### src/rtl/dp_pkg.sv
// Shared types for the datapath sequencer.
// Covers opcodes, FSM states, ALU encodings, instruction field positions and the decoded control bundle.
package dp_pkg;

    typedef enum logic [2:0] {
        OP_ADD  = 3'b000,
        OP_SUB  = 3'b001,
        OP_AND  = 3'b010,
        OP_OR   = 3'b011,
        OP_LDI1 = 3'b100,
        OP_OUT  = 3'b101,
        OP_BLE  = 3'b110,
        OP_HALT = 3'b111
    } op_e;

    typedef enum logic [1:0] {
        S_IDLE  = 2'd0,
        S_FETCH = 2'd1,
        S_EXEC  = 2'd2,
        S_DONE  = 2'd3
    } state_e;

    typedef enum logic [1:0] {
        ALU_ADD = 2'd0,
        ALU_SUB = 2'd1,
        ALU_AND = 2'd2,
        ALU_OR  = 2'd3
    } alu_e;

    localparam int OPC_HI = 15;
    localparam int OPC_LO = 13;
    localparam int RD_HI  = 12;
    localparam int RD_LO  = 10;
    localparam int RS1_HI = 9;
    localparam int RS1_LO = 7;
    localparam int RS2_HI = 6;
    localparam int RS2_LO = 4;
    localparam int TGT_HI = 3;
    localparam int TGT_LO = 0;

    typedef struct packed {
        logic       rf_src_sel;
        logic [2:0] raddr1;
        logic [2:0] raddr2;
        logic [2:0] waddr;
        logic       we;
        logic       out_en;
        logic [1:0] alu_op;
    } ctrl_t;

endpackage

### src/rtl/dp_sequencer_if.sv
// Instruction-memory and datapath-control bundle between the sequencer and the datapath.
interface dp_sequencer_if #(parameter int IMEM_AW = 4);
    logic [IMEM_AW-1:0] imem_addr;
    logic [15:0]        imem_data;
    logic               lte;
    logic               RFSrcMuxSel;
    logic [2:0]         RAddr1;
    logic [2:0]         RAddr2;
    logic [2:0]         WAddr;
    logic               we;
    logic               OutPortEn;
    logic [1:0]         ALUop;

    modport master (
        output imem_addr, RFSrcMuxSel, RAddr1, RAddr2, WAddr, we, OutPortEn, ALUop,
        input  imem_data, lte
    );

    modport slave (
        input  imem_addr, RFSrcMuxSel, RAddr1, RAddr2, WAddr, we, OutPortEn, ALUop,
        output imem_data, lte
    );
endinterface

### src/rtl/dp_decoder.sv
// Combinational instruction decoder: IR opcode/register fields to datapath controls.
// The branch target field is consumed by the sequencer, so only bits above it come in here.
module dp_decoder
    import dp_pkg::*;
(
    input  logic [OPC_HI:TGT_HI+1] ir,
    output ctrl_t                  ctrl
);

    op_e op;
    assign op = op_e'(ir[OPC_HI:OPC_LO]);

    always_comb begin
        ctrl = '0;
        case (op)
            OP_ADD, OP_SUB, OP_AND, OP_OR: begin
                case (op)
                    OP_SUB:  ctrl.alu_op = ALU_SUB;
                    OP_AND:  ctrl.alu_op = ALU_AND;
                    OP_OR:   ctrl.alu_op = ALU_OR;
                    default: ctrl.alu_op = ALU_ADD;
                endcase
                ctrl.we     = 1'b1;
                ctrl.waddr  = ir[RD_HI:RD_LO];
                ctrl.raddr1 = ir[RS1_HI:RS1_LO];
                ctrl.raddr2 = ir[RS2_HI:RS2_LO];
            end
            OP_LDI1: begin
                ctrl.rf_src_sel = 1'b1;
                ctrl.we         = 1'b1;
                ctrl.waddr      = ir[RD_HI:RD_LO];
            end
            OP_OUT: begin
                ctrl.raddr1 = ir[RS1_HI:RS1_LO];
                ctrl.out_en = 1'b1;
            end
            OP_BLE: begin
                ctrl.raddr1 = ir[RS1_HI:RS1_LO];
                ctrl.raddr2 = ir[RS2_HI:RS2_LO];
            end
            default: ctrl = '0;
        endcase
    end

endmodule

### src/rtl/dp_sequencer.sv
// Fetch/execute sequencer for the small register datapath, with a per-run watchdog.
//   state | meaning
//   IDLE  | waiting for start
//   FETCH | IR <= imem_data at PC, controls idle
//   EXEC  | controls decoded from IR, PC/branch update, watchdog tick
//   DONE  | one-cycle done pulse, err qualifies it
module dp_sequencer
    import dp_pkg::*;
#(
    parameter int IMEM_AW   = 4,
    parameter int WDT_LIMIT = 255
) (
    input  logic            clk,
    input  logic            reset,
    input  logic            start,
    output logic            busy,
    output logic            done,
    output logic            err,
    dp_sequencer_if.master  dp
);

    localparam int WW = $clog2(WDT_LIMIT + 1);

    state_e             state;
    logic [IMEM_AW-1:0] pc;
    logic [15:0]        ir;
    logic [WW-1:0]      wdt;
    ctrl_t              dec_ctrl;
    ctrl_t              ctrl;
    op_e                ir_op;

    assign ir_op = op_e'(ir[OPC_HI:OPC_LO]);

    dp_decoder u_decoder (
        .ir   (ir[OPC_HI:TGT_HI+1]),
        .ctrl (dec_ctrl)
    );

    // Watchdog is a down-counter loaded at start; terminal count 1 marks the last allowed EXEC.
    always_ff @(posedge clk) begin
        if (reset) begin
            state <= S_IDLE;
            pc    <= '0;
            ir    <= '0;
            wdt   <= '0;
            busy  <= 1'b0;
            done  <= 1'b0;
            err   <= 1'b0;
        end else begin
            done <= 1'b0;
            case (state)
                S_IDLE: begin
                    if (start) begin
                        pc    <= '0;
                        wdt   <= WW'(WDT_LIMIT);
                        busy  <= 1'b1;
                        err   <= 1'b0;
                        state <= S_FETCH;
                    end
                end
                S_FETCH: begin
                    ir    <= dp.imem_data;
                    state <= S_EXEC;
                end
                S_EXEC: begin
                    wdt <= wdt - 1'b1;
                    if (ir_op == OP_BLE && dp.lte)
                        pc <= IMEM_AW'(ir[TGT_HI:TGT_LO]);
                    else
                        pc <= pc + 1'b1;
                    if (ir_op == OP_HALT) begin
                        busy  <= 1'b0;
                        done  <= 1'b1;
                        err   <= 1'b0;
                        state <= S_DONE;
                    end else if (wdt == WW'(1)) begin
                        busy  <= 1'b0;
                        done  <= 1'b1;
                        err   <= 1'b1;
                        state <= S_DONE;
                    end else begin
                        state <= S_FETCH;
                    end
                end
                S_DONE:  state <= S_IDLE;
                default: state <= S_IDLE;
            endcase
        end
    end

    // Controls come from registered IR/state, so they switch only on clock edges.
    always_comb begin
        ctrl = '0;
        if (state == S_EXEC)
            ctrl = dec_ctrl;
    end

    assign dp.imem_addr   = pc;
    assign dp.RFSrcMuxSel = ctrl.rf_src_sel;
    assign dp.RAddr1      = ctrl.raddr1;
    assign dp.RAddr2      = ctrl.raddr2;
    assign dp.WAddr       = ctrl.waddr;
    assign dp.we          = ctrl.we;
    assign dp.OutPortEn   = ctrl.out_en;
    assign dp.ALUop       = ctrl.alu_op;

endmodule
### src/flat_wrapper.sv
// flat-port wrapper written by rule: the top's interface ports become plain ports
module dp_sequencer_flat import dp_pkg::*;
#(
    parameter int IMEM_AW   = 4,
    parameter int WDT_LIMIT = 255
)
  (clk, reset, start, busy, done, err, dp_imem_addr, dp_RFSrcMuxSel, dp_RAddr1, dp_RAddr2, dp_WAddr, dp_we, dp_OutPortEn, dp_ALUop, dp_imem_data, dp_lte);
  dp_sequencer_if #(.IMEM_AW(IMEM_AW)) dp_i ();
  input  logic clk;
  input  logic reset;
  input  logic start;
  output logic busy;
  output logic done;
  output logic err;
  output wire logic [$bits(dp_i.imem_addr)-1:0] dp_imem_addr;
  output wire logic [$bits(dp_i.RFSrcMuxSel)-1:0] dp_RFSrcMuxSel;
  output wire logic [$bits(dp_i.RAddr1)-1:0] dp_RAddr1;
  output wire logic [$bits(dp_i.RAddr2)-1:0] dp_RAddr2;
  output wire logic [$bits(dp_i.WAddr)-1:0] dp_WAddr;
  output wire logic [$bits(dp_i.we)-1:0] dp_we;
  output wire logic [$bits(dp_i.OutPortEn)-1:0] dp_OutPortEn;
  output wire logic [$bits(dp_i.ALUop)-1:0] dp_ALUop;
  input wire logic [$bits(dp_i.imem_data)-1:0] dp_imem_data;
  input wire logic [$bits(dp_i.lte)-1:0] dp_lte;
  assign dp_imem_addr = dp_i.imem_addr;
  assign dp_RFSrcMuxSel = dp_i.RFSrcMuxSel;
  assign dp_RAddr1 = dp_i.RAddr1;
  assign dp_RAddr2 = dp_i.RAddr2;
  assign dp_WAddr = dp_i.WAddr;
  assign dp_we = dp_i.we;
  assign dp_OutPortEn = dp_i.OutPortEn;
  assign dp_ALUop = dp_i.ALUop;
  assign dp_i.imem_data = dp_imem_data;
  assign dp_i.lte = dp_lte;
  dp_sequencer #(.IMEM_AW(IMEM_AW), .WDT_LIMIT(WDT_LIMIT)) u_core (.clk(clk), .reset(reset), .start(start), .busy(busy), .done(done), .err(err), .dp(dp_i));
endmodule
### config.mk
export PLATFORM = sky130hd
export DESIGN_NAME = dp_sequencer_flat
export DESIGN_NICKNAME = d
export VERILOG_FILES = /design/src/rtl/dp_pkg.sv /design/src/rtl/dp_sequencer_if.sv /design/src/rtl/dp_decoder.sv /design/src/rtl/dp_sequencer.sv /design/src/flat_wrapper.sv
export SDC_FILE = /design/constraint.sdc
export NUM_CORES = 1
export LEC_CHECK = 0
export ABC_AREA = 1
export ABC_CLOCK_PERIOD_IN_PS = 1200
export CAP_MARGIN = 20
export CORE_MARGIN = 2
export CORE_UTILIZATION = 44
export CTS_CLUSTER_SIZE = 40
export DETAILED_ROUTE_END_ITERATION = 16
export GPL_ROUTABILITY_DRIVEN = 0
export PLACE_DENSITY = 0.76
export RECOVER_POWER = 50
export SLEW_MARGIN = 20
export SYNTH_ARGS = -nofsm -noshare
export SYNTH_HDL_FRONTEND = slang
export SYNTH_HIERARCHICAL = 1
export SYNTH_SLANG_ARGS = --single-unit
### constraint.sdc
create_clock -name clk -period 1.2 [get_ports clk]
set_input_delay 0.18 -clock clk [delete_from_list [all_inputs] [get_ports clk]]
set_output_delay 0.18 -clock clk [all_outputs]
set_load 0.02 [all_outputs]
==> impl_metrics.csv, run 1 <==
group,metric,value,unit
run_status,status,"finished with violations",
run_status,violations,"setup timing",
worst_hold_path,hold_class,"in2reg",
sta,hold_viol,0,
sta,skew,6.65,ps
sta,max_slew.worst_pin.slew,357,ps
worst_hold_path,hp-start,"dp_imem_data[1]",
setup_path,worst_r2r_path_depth,8,
setup_path,path_buf_inv,4,
grt,grt_usage,19.1,%
die,die_x,65.1,µm
pwr,p_clk_share,33.1,%
cells_and_area,drive_gt1_share,42.4,%
die,rows,22,
cells_and_area,final_util,75.4,%
pwr,combPwrFrac,24.8,%
cts,cts-root-buf,"clkbuf_8",
setup_path,slowest_stage,"dfxtp_4",
setup_path,critical_path_required,1020,ps
detailed_routing,detail_route.wl_per_cell,13.8,µm
sta,fin_crit_sh,123,%
grt,overflow,0,
pwr,p_sw_share,29.9,%
logic_synthesis,yosysTopAreaCell,"dfxtp_1",
logic_synthesis,ys_seq_area_share,40.2,%
placed_design,dp_slack,-434,ps
die,initial_core_util,45.2,%
cells_and_area,area_growth,66.8,%
pwr,power_density,1100,nW/µm²
pwr,switchingPower,897,µW
cts,clk-insertion-delay-late,290,ps
pwr,leakagePower,0.00118,µW
logic_synthesis,syn-num-nets,271,
logic_synthesis,synth_top_area_share,40.2,%
placed_design,io_buffers,40,
grt,antenna_found_initial,0,
pwr,intPower,2110,µW
setup_path,endpoint_kind,"output pin",
detailed_routing,antenna_left,0,
logic_synthesis,syn_inst,248,
cells_and_area,nets,337,
worst_hold_path,min_path_cells,3,
grt,grt_max_degree,20,
logic_synthesis,syn_area,1640,µm²
cts,cts_made_buffers,5,
worst_hold_path,whs_endpoint,"u_core/ir[1]",
cts,clockBufferDepth,2,
cts,cts_tree,"built",
cells_and_area,diodes,0,
sta,hold_ws,469,ps
setup_path,path_cells,"inv_4, nand2_4, nand2_4, inv_4, nor2_2, inv_2, nor2_4, buf_6",
setup_path,r2r-start,"u_core/state[1]",
die,num_io_pins,41,
setup_path,rr_endpoint,"u_core/dp.imem_addr[2]",
sta,max_freq,677,MHz
logic_synthesis,yosys_warnings,6,
sta,fin_crit,1480,ps
logic_synthesis,synth.area.top_cells,"dfxtp_1 (40%), nor2_1 (14%), inv_1 (9.1%)",
detailed_routing,drt_pre_antenna_iters,4,
setup_path,crit_path_max_incr_delay,380,ps
cts,clock_sinks,33,
pwr,sequentialPowerShare,42.2,%
sta,rsz0062_at_grt,"true",
logic_synthesis,ys_seq_elements,33,
pwr,ir_drop,0.725,mV
placed_design,hpwlAfterDp,2740,µm
die,die_h,65.1,µm
setup_path,cp.arrival,1300,ps
cts,cts.clk_slew.worst_paths,70,ps
logic_synthesis,synth_cell_types,26,
detailed_routing,drc,0,
run,maxCapViolCount,0,
grt,grt_first_pass_wirelength,6250,µm
cts,cts_hold_buf,0,
logic_synthesis,syn_area_per_cell,6.62,µm²
die,core-area,3630,µm²
cts,htree_levels,2,
setup_path,cp_max_fo,4,
sta,slew_headroom,76.2,%
sta,finalSetupViolCount,37,
detailed_routing,vias_per_cell,5.01,
setup_path,critPathTopFamily,"flip-flops",
sta,drv_slew,0,
detailed_routing,drt-total-wl,4990,µm
setup_path,start_kind,"register",
setup_path,path_class,"reg2out",
die,die_area,4240,µm²
detailed_routing,drt_iter0_markers,131,
sta,setup_slack,-278,ps
grt,grt_pass1_vias,1471,
detailed_routing,via_count,1815,
setup_path,r2r_slack,-210,ps
## final cells by class
class	instances	area (µm²)
inverter	48	213
sequential	33	677
clock buffer	5	68.8
clock inverter	2	35.0
fill	252	893
multi-input combinational	162	1050
timing repair buffer	63	628
tap	48	60.1
timing repair inverter	1	8.76
## worst max path at each step
stage,startpoint,end,slack (ps),cells past startpoint
floorplan,u_core/state[1],dp_RAddr1[0],1,5
global placement,u_core/ir[13],dp_WAddr[0],-380,8
detailed placement,u_core/ir[13],dp_WAddr[2],-430,8
CTS,u_core/ir[13],dp_WAddr[2],-250,8
global route,u_core/ir[13],dp_WAddr[1],-330,8
finish,u_core/ir[14],dp_WAddr[1],-280,8
## power by group through the flow
stage / Sequential (µW) / Clock [µW] / Combinational, µW
floorplan: 1260 / 0 / 336
global placement: 1260 / 0 / 550
detailed placement: 1260 / 0 / 558
CTS: 1240 / 1010 / 583
global route: 1280 / 1060 / 804
finish: 1270 / 992 / 743
## sequential cells by signal, summed over array words and instances, names as in the netlist
| name | flops |
|---|---|
| u_core/done | 1 |
| u_core/err | 1 |
| u_core/ir | 16 |
| u_core/dp.imem_addr | 4 |
| u_core/busy | 1 |
| u_core/state | 2 |
| u_core/wdt | 8 |
## cells in the final DEF, fill, tap and decap left out, types with 8 or more instances in the layout
cell type         n
inv_1            27
o21ai_1          12
buf_6            17
nand2_1          20
o21ai_2          12
inv_2            13
a21oi_1          13
dfxtp_1          26
nor2_1           41
clkdlybuf4s50_1  19
nor2_4           20
nand2_2           8
buf_4            17
## tightest hold or removal path, cell delays in order
cell and delay [ps]:
clkdlybuf4s50_1 390, nor2_1 100, nor2_1 40
## cell families (layout without fill, tap and decap cells)
group	after synthesis	after routing	share of synthesized area, %
buf+inv	53	119	12.4
xor+xnor	1	1	0.533
compound gates	46	46	15.3
simple gates	112	112	29.2
flops	33	33	40.2
fa+ha+maj	3	3	2.29
## cell usage after synthesis, drive strengths merged
cell type / count
a21oi: 16
a221oi: 1
dfxtp: 33
nor3: 1
inv: 48
nor2: 68
clkbuf: 2
ha: 3
a31oi: 2
nand2: 32
nand3: 8
xnor2: 1
nand4: 2
buf: 3
o21ai: 27
nand3b: 1
## per-stage QoR
| step | setup TNS, ps | instance area [µm²] | std cells | total power [µW] |
|---|---|---|---|---|
| 2_1_floorplan | 0 | 1720 | 248 | 1600 |
| 3_3_place_gp | -6470 | 2320 | 349 | 1810 |
| 3_5_place_dp | -6960 | 2320 | 349 | 1820 |
| 4_1_cts | -3560 | 2470 | 358 | 2840 |
| 5_1_grt | -7020 | 2740 | 362 | 3140 |
| 6_report | -4680 | 2740 | 362 | 3000 |
## repair_timing
action,CTS,global route
buffers inserted,1,3
cloned,1,1
resized for setup,109,99
endpoints found under the setup margin,35,44
hold endpoints to repair,0,0
pin swaps,0,39
## metal layers
layer / part of all wire [%] / vias to the layer above / track usage [%] / wire (µm)
li1: - / 895 / - / -
met1: 39 / 855 / 23.0 / 1960
met2: 54 / 56 / 31.3 / 2690
met3: 4.9 / 9 / 5.31 / 244
met4: 1.8 / 0 / 9.64 / 90
met5: 0 / - / 0 / 0
(Power assumes the default switching activity.)
==> inputs of run 2 (changes only) <==
CORE_UTILIZATION = 23   (was 44)
PLACE_DENSITY = 0.45   (was 0.76)
SKIP_CTS_REPAIR_TIMING = 1   (was default)
==> impl_metrics.csv, run 2 (same netlist as run 1, synthesis figures left out) <==
group,metric,value,unit
sta,hold_viol,0,
worst_hold_path,hold_class,"in2reg",
die,die_h,88.5,µm
cells_and_area,stdcell_area,2920,µm²
cells_and_area,final_common_cell,"nor2_1",
grt,grtUsageMet3,3.08,%
run_status,violations,"setup timing",
grt,grt_max_degree,20,
grt,grt_first_pass_wirelength,6690,µm
cts,clockBufferDepth,2,
cts,clock_sinks,33,
sta,max_slew.worst_pin.slew,330,ps
detailed_routing,drt_pre_antenna_iters,4,
setup_path,path_buf_inv,4,
setup_path,crit_path_max_incr_delay,380,ps
setup_path,worst_r2r_path_depth,9,
cts,cts-root-buf,"clkbuf_8",
setup_path,start_kind,"register",
sta,finalSetupViolCount,36,
setup_path,path_class,"reg2out",
sta,max_freq,701,MHz
die,num_io_pins,41,
pwr,leakagePower,0.00125,µW
setup_path,critPathTopFamily,"flip-flops",
detailed_routing,antenna_left,0,
grt,antenna_found_initial,0,
setup_path,cp.arrival,1250,ps
setup_path,critical_path_required,1020,ps
cts,cts_made_buffers,5,
sta,fin_crit_sh,119,%
setup_path,slowest_stage,"dfxtp_4",
cells_and_area,largest_reg_flops,16,
sta,drv_slew,0,
cts,cts_tree,"built",
cells_and_area,area_growth,77.9,%
cells_and_area,mostFrequentLayoutCells,"nor2_1 (41), inv_1 (31), dfxtp_1 (25)",
sta,setup_slack,-226,ps
cells_and_area,seq_area,678,µm²
cells_and_area,fillerInstances,711,
setup_path,cp_max_fo,5,
cells_and_area,drive_gt1_share,46.2,%
placed_design,dp_slack,-420,ps
die,rows,30,
cts,cts.clk_slew.worst_paths,70,ps
detailed_routing,detail_route.wl_per_cell,10.9,µm
cells_and_area,diodes,0,
grt,overflow,0,
worst_hold_path,min_path_cells,3,
placed_design,io_buffers,40,
detailed_routing,drt-total-wl,4610,µm
die,core-area,6870,µm²
pwr,ir_drop,0.472,mV
grt,grt_pass1_vias,1459,
setup_path,critical_path_depth,7,
grt,busiest_layer,"met2",
grt,use_met2,16.8,%
run,maxCapViolCount,0,
detailed_routing,via_count,1723,
grt,grt_usage,11.1,%
grt,use_met1,15.1,%
pwr,power_density,1030,nW/µm²
placed_design,hpwlAfterDp,3000,µm
placed_design,placed_cell_area,2400,µm²
detailed_routing,drt_iter0_markers,96,
cells_and_area,multi_input_area,1070,µm²
die,die_area,7830,µm²
sta,fin_crit,1430,ps
die,initial_core_util,23.9,%
run_status,status,"finished with violations",
cts,htree_levels,2,
cts,clk-insertion-delay-late,290,ps
sta,rsz0062_at_grt,"true",
sta,slew_headroom,78.0,%
detailed_routing,vias_per_cell,4.09,
setup_path,crit_top_cell,"nor2_4",
die,die_x,88.5,µm
cells_and_area,nets,347,
detailed_routing,drc,0,
setup_path,path_cells,"buf_12, nand2_4, inv_4, nor2_4, inv_2, nor2_4, buf_6",
setup_path,endpoint_kind,"output pin",
sta,skew,6.59,ps
cells_and_area,max_flop_register,"u_core/ir",
run 2: cell count changes in the layout (fill, tap and decap cells not counted), moves of 4 or more:
cell / delta
buf_4: +5
o21ai_1: -4
dlygate4sd2_1: -5
inv_1: +4
o21ai_2: +5
inv_2: -4
clkbuf_1: +5
run 2: final timing paths:
| check | start | endpoint | slack [ps] |
|---|---|---|---|
| setup reg to reg | u_core/state[0] | u_core/ir[8] | -90 |
| hold / removal | start | u_core/wdt[2] | 370 |
| hold reg to reg | u_core/busy | u_core/busy | 460 |
| setup / recovery | u_core/ir[15] | dp_WAddr[1] | -230 |
run 2: cell type report:
| cell class | instances | share of cell area [%] |
|---|---|---|
| Multi-Input combinational cell | 162 | 36.5 |
| Sequential cell | 33 | 23.2 |
| Inverter | 48 | 7.62 |
| Clock inverter | 1 | 0.171 |
| Timing Repair Buffer | 71 | 24.4 |
| Tap cell | 96 | 4.11 |
| Timing Repair inverter | 3 | 0.728 |
| Clock buffer | 7 | 3.30 |
run 2: routing by layer:
layer | wire length [µm] | part of all wire, %
met1 | 2260 | 49
met4 | 38 | 0.82
met2 | 2120 | 46
met5 | 0 | 0
met3 | 190 | 4.1
run 2: metrics by stage:
| step | utilization, % | TNS, ps | hold slack, ps | power (µW) | instances |
|---|---|---|---|---|---|
| after global placement | 34.9 | -7810 | 454 | 1830 | 401 |
| after detailed placement | 34.9 | -7790 | 455 | 1830 | 401 |
| after global routing | 42.6 | -6260 | 395 | 3180 | 421 |
| final | 42.6 | -3660 | 367 | 3010 | 421 |
| after CTS | 36.4 | -12050 | 464 | 2800 | 409 |
| after floorplan | - | 0 | 242 | 1600 | 248 |
run 2: worst reg2reg max path: stages (launching register included):
cell and delay (ps):
dfxtp_2 360, buf_6 120, inv_8 40, buf_6 110, nor2_4 140, buf_12 130, buf_6 80, buf_6 110
o21ai_2 50, nor2_1 90
run 2: where the power goes:
group | switching [µW] | total (µW) | internal [µW]
combinational | 424 | 796 | 372
sequential | 76.6 | 1260 | 1190
clock | 429 | 948 | 519
total | 930 | 3010 | 2080
==> inputs of run 3 (changes only) <==
ABC_CLOCK_PERIOD_IN_PS = default   (was 1200)
SETUP_SLACK_MARGIN = 0.2   (was default)
==> impl_metrics.csv, run 3 (same netlist as run 1, synthesis figures left out) <==
group,metric,value,unit
cts,cts_tree,"built",
run_status,status,"finished with violations",
cts,clock_sinks,33,
detailed_routing,detail_route.wl_per_cell,10.9,µm
cells_and_area,mostFrequentLayoutCells,"nor2_1 (39), inv_1 (31), buf_6 (26), dfxtp_1 (26), nor2_4 (21)",
placed_design,post-place-cells,396,
setup_path,path_buf_inv,4,
run,maxCapViolCount,0,
sta,slew_headroom,80.8,%
grt,use_met1,15.8,%
setup_path,critPathTopFamily,"flip-flops",
setup_path,cp_max_fo,4,
cts,htree_levels,2,
die,core-area,6870,µm²
setup_path,endpoint_kind,"output pin",
sta,finalSetupViolCount,21,
cells_and_area,final_common_cell,"nor2_1",
cells_and_area,drive_gt1_share,46.9,%
setup_path,critical_path_required,1020,ps
sta,skew,7.17,ps
detailed_routing,via_count,1770,
sta,hold_ws,471,ps
cells_and_area,area_growth,80.8,%
grt,grt_first_pass_wirelength,6910,µm
cts,cts_made_buffers,5,
sta,max_freq,689,MHz
pwr,ir_drop,0.471,mV
setup_path,slowest_stage,"dfxtp_4",
placed_design,dp_slack,-401,ps
detailed_routing,drt_iter0_markers,52,
cells_and_area,stdcell_area,2970,µm²
cts,clockBufferDepth,2,
cells_and_area,stdcell_count,422,
detailed_routing,drc,0,
grt,grt_pass1_vias,1487,
grt,use_met2,17.2,%
detailed_routing,drt-total-wl,4600,µm
grt,grt_max_degree,20,
sta,hold_viol,0,
run_status,violations,"setup timing",
die,rows,30,
grt,overflow,0,
die,die_x,88.5,µm
die,die_h,88.5,µm
setup_path,crit_path_max_incr_delay,360,ps
cts,cts.clk_slew.worst_paths,80,ps
grt,antenna_found_initial,0,
grt,grtUsageMet3,3.17,%
placed_design,io_buffers,40,
placed_design,hpwlAfterDp,2950,µm
cells_and_area,nets,348,
worst_hold_path,hold_class,"reg2reg",
pwr,power_density,1010,nW/µm²
die,initial_core_util,23.9,%
detailed_routing,antenna_left,0,
die,num_io_pins,41,
setup_path,cp.arrival,1270,ps
cells_and_area,largest_reg_flops,16,
cells_and_area,diodes,0,
grt,grt_usage,11.4,%
grt,busiest_layer,"met2",
detailed_routing,vias_per_cell,4.19,
sta,max_slew.worst_pin.slew,288,ps
cells_and_area,fillerInstances,703,
sta,fin_crit_sh,121,%
placed_design,placed_cell_area,2420,µm²
sta,drv_slew,0,
setup_path,start_kind,"register",
cells_and_area,max_flop_register,"u_core/ir",
setup_path,path_class,"reg2out",
sta,setup_slack,-251,ps
detailed_routing,drt_pre_antenna_iters,4,
die,die_area,7830,µm²
cts,clk-insertion-delay-late,280,ps
pwr,leakagePower,0.00121,µW
sta,fin_crit,1450,ps
setup_path,path_cells,"inv_4, nand2_2, nand2_2, inv_4, nor2_4, inv_2, nor2_4, buf_6",
cts,cts-root-buf,"clkbuf_8",
sta,rsz0062_at_grt,"true",
run 3: worst reg2reg max path, stage by stage, from the launching register on:
cell and delay [ps]:
dfxtp_4 370, inv_4 40, nor2_4 110, buf_6 130
inv_8 60, buf_4 160, a21oi_2 90, o21ai_1 70
a21oi_1 160
run 3: layout make-up:
cell class	instances	area, µm²	share of cell area [%]
Multi-Input combinational cell	162	1100	36.9
Clock inverter	1	5.00	0.168
Sequential cell	33	682	23.0
Tap cell	96	120	4.04
Inverter	48	225	7.58
Timing Repair inverter	3	26.3	0.885
Clock buffer	7	96.3	3.24
Timing Repair Buffer	72	719	24.2
run 3: routing by layer:
layer,routed length [µm],vias up
met4,14,0
met3,180,3
met2,2170,27
met5,0,-
met1,2230,817
li1,-,923
run 3: per-stage QoR:
step / TNS (ps) / utilization [%] / power, µW
CTS: -11160 / 36.7 / 2780
detailed placement: -7690 / 35.2 / 1830
floorplan: 0 / - / 1620
global route: -4850 / 43.2 / 3180
finish: -2800 / 43.2 / 2990
global placement: -7600 / 35.2 / 1830
run 3: path summary, 6_finish.rpt:
path,startpoint,end,slack (ps),cells past startpoint
setup / recovery,u_core/ir[13],dp_WAddr[1],-250,8
hold / removal,u_core/busy,u_core/busy,470,2
setup reg to reg,u_core/state[1],u_core/dp.imem_addr[2],-70,8
hold reg to reg,u_core/busy,u_core/busy,470,2
run 3: power breakdown:
group	internal [µW]	switching [µW]
clock	519	414
combinational	373	427
sequential	1180	75.6
total	2070	916
